==> src/rtl/led_pwm_driver.sv <==
// Per-channel PWM dimming of counter blink bits, with duties written through a
// valid/ready port and applied only at PWM period boundaries.
module led_pwm_driver #(
    parameter int unsigned NUM_CH     = 8,
    parameter int unsigned DUTY_W     = 8,
    parameter int unsigned PRESCALE   = 16,
    parameter int unsigned RESET_DUTY = 128,
    localparam int unsigned CH_W      = (NUM_CH > 1) ? $clog2(NUM_CH) : 1
) (
    input  logic              clk,
    input  logic              rst_n,
    input  logic [NUM_CH-1:0] blink_in,
    input  logic              cfg_valid,
    output logic              cfg_ready,
    input  logic [CH_W-1:0]   cfg_ch,
    input  logic [DUTY_W-1:0] cfg_duty,
    output logic [NUM_CH-1:0] led_out,
    output logic              period_start
);

    localparam int unsigned PRESC_W = (PRESCALE > 1) ? $clog2(PRESCALE) : 1;

    logic [PRESC_W-1:0] presc_q, presc_d;
    logic [DUTY_W-1:0]  pwm_cnt_q, pwm_cnt_d;
    logic [NUM_CH-1:0]  led_q, led_d;
    logic               period_start_q, period_start_d;
    logic               cfg_ready_q, cfg_ready_d;
    logic [DUTY_W-1:0]  shadow_q [NUM_CH];
    logic [DUTY_W-1:0]  shadow_d [NUM_CH];
    logic [DUTY_W-1:0]  active_q [NUM_CH];
    logic [DUTY_W-1:0]  active_d [NUM_CH];

    logic tick_c, wrap_c, xfer_c;

    assign tick_c = (presc_q == PRESC_W'(PRESCALE - 1));
    assign wrap_c = tick_c && (pwm_cnt_q == {DUTY_W{1'b1}});
    assign xfer_c = cfg_valid && cfg_ready_q;

    // Next-state: active takes the pre-write shadow, so a colliding write waits a period.
    always_comb begin
        presc_d        = tick_c ? '0 : presc_q + PRESC_W'(1);
        pwm_cnt_d      = tick_c ? pwm_cnt_q + DUTY_W'(1) : pwm_cnt_q;
        period_start_d = wrap_c;
        cfg_ready_d    = !xfer_c;
        shadow_d       = shadow_q;
        active_d       = active_q;
        if (wrap_c) begin
            active_d = shadow_q;
        end
        if (xfer_c && (32'(cfg_ch) < NUM_CH)) begin
            shadow_d[cfg_ch] = cfg_duty;
        end
        for (int unsigned i = 0; i < NUM_CH; i++) begin
            led_d[i] = blink_in[i] && (pwm_cnt_q < active_q[i]);
        end
    end

    always_ff @(posedge clk) begin
        if (!rst_n) begin
            presc_q        <= '0;
            pwm_cnt_q      <= '0;
            led_q          <= '0;
            period_start_q <= 1'b0;
            cfg_ready_q    <= 1'b0;
            for (int unsigned i = 0; i < NUM_CH; i++) begin
                shadow_q[i] <= DUTY_W'(RESET_DUTY);
                active_q[i] <= DUTY_W'(RESET_DUTY);
            end
        end else begin
            presc_q        <= presc_d;
            pwm_cnt_q      <= pwm_cnt_d;
            led_q          <= led_d;
            period_start_q <= period_start_d;
            cfg_ready_q    <= cfg_ready_d;
            shadow_q       <= shadow_d;
            active_q       <= active_d;
        end
    end

    assign led_out      = led_q;
    assign period_start = period_start_q;
    assign cfg_ready    = cfg_ready_q;

endmodule
==> config.mk <==
export PLATFORM = sky130hd
export DESIGN_NAME = led_pwm_driver
export DESIGN_NICKNAME = d
export VERILOG_FILES = /design/src/rtl/led_pwm_driver.sv
export SDC_FILE = /design/constraint.sdc
export NUM_CORES = 1
export LEC_CHECK = 0
export CORE_MARGIN = 2
export CORE_UTILIZATION = 55
export CTS_BUF_LIST = sky130_fd_sc_hd__clkbuf_4 sky130_fd_sc_hd__clkbuf_8 sky130_fd_sc_hd__clkbuf_16
export DETAILED_ROUTE_END_ITERATION = 6
export PLACE_DENSITY = 0.74
export SLEW_MARGIN = 40
export SYNTH_ARGS = -nofsm -noshare
export SYNTH_HDL_FRONTEND = slang
export SYNTH_SLANG_ARGS = --single-unit
export TNS_END_PERCENT = 30
==> constraint.sdc <==
create_clock -name clk -period 3.05 [get_ports clk]
set_input_delay 0.61 -clock clk [delete_from_list [all_inputs] [get_ports clk]]
set_output_delay 0.61 -clock clk [all_outputs]
set_load 0.02 [all_outputs]
==> run summary <==
CTS tree - done
Final Setup Violations - 0
Final ANT Viol Nets - 0
DRC - 0
critical path class - flop to flop
number of I/O port buffers - 31
Least-Margin Pin Slew - 0.8188 ns
Core Area - 12,060 um2
register area share after synthesis - 0.4392
Area Overhead vs Synth - 14.73%
switching portion of total power - 0.2098
Post-CTS Setup Bufs - 0
Final GP Congestion - 0.8085
Vias/cell - 5.445
setup_tns - 0 ns
post_cts resized - 0
hold buffer count at cts - 0
I/O pin cnt - 32
initial DRC count - 285
skew final - 0.004804 ns
outcome - completed
Worst setup SP type - flop
Pint - 0.003371 W
RSZ-0062 raised after global routing - false
Die Ht - 115.5 um
dominant synthesized flop cell - dfxtp_1
cts bufs inserted - 17
Mapped Cells - 749
Final Hold Viols - 0
data required time of the worst path - 3.35 ns
htree depth - 4
CP Max Fanout - 121
number of synthesized flops with an enable pin - 0
YS warnings - 0
total congestion overflow - 0
Clk pwr share - 0.491
post-synthesis xor/xnor area fraction - 0.008968
HP Class - flop to flop
largest net degree at the start of global routing - 122
hpwl dp - 9503 um
post-detailed-route wirelength per cell - 15.88 um
Peak Freq - 0.4541 GHz
cell area after synthesis - 6837 um2
Leak - 3.008 nW
initial antenna violation count - 0
Gate power share - 0.042
sequential power share - 0.467
final net count - 843
fin. max-slew vios - 0
Die ar. - 13,340 um2
vias - 5,140
latest clock arrival within the worst-skew pair - 0.42 ns
Critical Path End Type - flop
Clock Tree Root - clkbuf_16
VDD IR max - 0.4001 mV
Die X - 115.5 um
Final period util - 0.7220
Slew HR - 0.4541
largest family of logic cells by synthesized area - simple AND/OR/NAND/NOR gates
Initial Util - 0.5668
gr usage total - 0.2429
Final min period - 2.202 ns
asr flop ratio synth - 0
post-synthesis cell type count - 38
Adder-Cell Fraction of Synth Area - 0.1061
maxcap violations - 0
global-route wire length before repair - 24,450 um
share of cells above drive strength 1 - 0.09021
WL final - 14,990 um
pwr/cell area - 544.0 nW/um2
mux cell area share after synthesis - 0.1069
drt pass-1 iters - 4
synthesized net count - 829
flops & latches, synth - 150
Cell Rows - 40
most frequent cells in the layout - 150 x dfxtp_1, 92 x nand2_1, 73 x mux2i_1
Antenna Cells - 0
total power - 0.004267 W
Worst EP arrival - 2.50 ns
Worst-path clk slew - 0.06 ns
P_sw - 0.0008954 W
fin util - 0.6503
Post-Synth Simple-Gate Area - 0.1698
Sink Count - 150
most common cell after layout, fill and taps aside - dfxtp_1
syn_area_per_cell - 9.128 um2
vias in the first global route - 5,005
CTS Buffer Depth - 2
area fraction in compound gates after synthesis - 0.1069
==> Yosys cell counts, types with 2 or more instances <==
| library cell | number | area share |
|---|---|---|
| buf_2 | 9 | 0.0066 |
| clkbuf_1 | 27 | 0.015 |
| a21oi_1 | 4 | 0.0029 |
| ha_1 | 58 | 0.11 |
| mux2i_1 | 73 | 0.11 |
| nand2_1 | 92 | 0.051 |
| nor2_2 | 2 | 0.0018 |
| dfxtp_1 | 150 | 0.44 |
| o21a_1 | 8 | 0.0088 |
| a211oi_1 | 8 | 0.0088 |
| buf_1 | 7 | 0.0038 |
| o2111ai_1 | 8 | 0.010 |
| xnor2_1 | 4 | 0.0051 |
| nor2_1 | 66 | 0.036 |
| nand3_1 | 59 | 0.043 |
| a2111oi_2 | 8 | 0.018 |
| or3b_2 | 7 | 0.0090 |
| a31oi_1 | 8 | 0.0073 |
| or3_1 | 3 | 0.0027 |
| inv_1 | 57 | 0.031 |
| xor2_1 | 3 | 0.0038 |
| nand2b_1 | 2 | 0.0018 |
| o211ai_1 | 8 | 0.0088 |
| nand3_2 | 2 | 0.0029 |
| and3_1 | 2 | 0.0018 |
| o21ai_0 | 57 | 0.042 |
| buf_6 | 3 | 0.0049 |
| nor2_4 | 4 | 0.0066 |
==> metrics by stage <==
stage          instances  setup slack (ns)  instance area, um2  hold slack (ns)
2_1_floorplan        749             1.401                6837           0.4281
3_3_place_gp         912            0.6856                7236           0.4387
3_5_place_dp         912            0.6557                7239           0.4500
4_1_cts              944            0.8711                7844           0.4594
5_1_grt              944            0.7019                7844           0.4707
6_report             944            0.8478                7844           0.4598
==> area by class of cell <==
class / instances / area [um2]
fillers: 975 / 4218
repair buffers: 41 / 399.1
clock inverters: 8 / 95.09
multi-input cells: 495 / 3410
clock buffers: 24 / 509.2
well taps: 168 / 210.2
inverters: 58 / 217.7
flip-flops and latches: 150 / 3003
==> path summary, 6_finish.rpt <==
check	depth (start not counted)	end	slack [ns]	from
setup reg to reg	6	active_q[7]	0.85	pwm_cnt_q[1]
setup / recovery	6	active_q[7]	0.85	pwm_cnt_q[1]
hold / removal	2	active_q[18]	0.46	shadow_q[18]
hold reg to reg	2	active_q[18]	0.46	shadow_q[18]
==> critical path, cell delays in order, from the launching register on <==
cell	delay, ns
dfxtp_1	0.49
ha_1	0.29
and4_4	0.17
nand4_4	0.10
buf_6	0.58
mux2i_1	0.27
nand2_1	0.07
==> state kept, by name (all words and copies together) (netlist names) <==
name,cells
active_q,64
shadow_q,64
led_out,8
pwm_cnt_q,8
presc_q,4
cfg_ready,1
period_start,1
==> power groups by stage <==
stage / combinational (W) / sequential [W] / clock (W)
final: 0.000178 / 0.00199 / 0.00210
after global routing: 0.000189 / 0.00199 / 0.00223
after CTS: 0.000178 / 0.00199 / 0.00213
after detailed placement: 0.000177 / 0.00203 / 0
after global placement: 0.000174 / 0.00203 / 0
after floorplan: 0.0000925 / 0.00204 / 0
==> cells by family (layout without fill, tap and decap cells) <==
logic type,after synthesis,after routing
flops,150,150
xor+xnor,7,7
fa+ha+maj,58,58
mux,73,73
compound gates,110,110
simple gates,247,247
buf+inv,104,131
==> layer usage <==
layer | routed length [um] | share of wire | track usage | vias up
met2 | 7055 | 0.47 | 0.3906 | 90
met5 | 0 | 0 | 0 | -
met3 | 735 | 0.049 | 0.06015 | 25
met1 | 6849 | 0.46 | 0.3107 | 2434
met4 | 349 | 0.023 | 0.1068 | 0
li1 | - | - | - | 2591
Power figures use the tool's default switching activity.
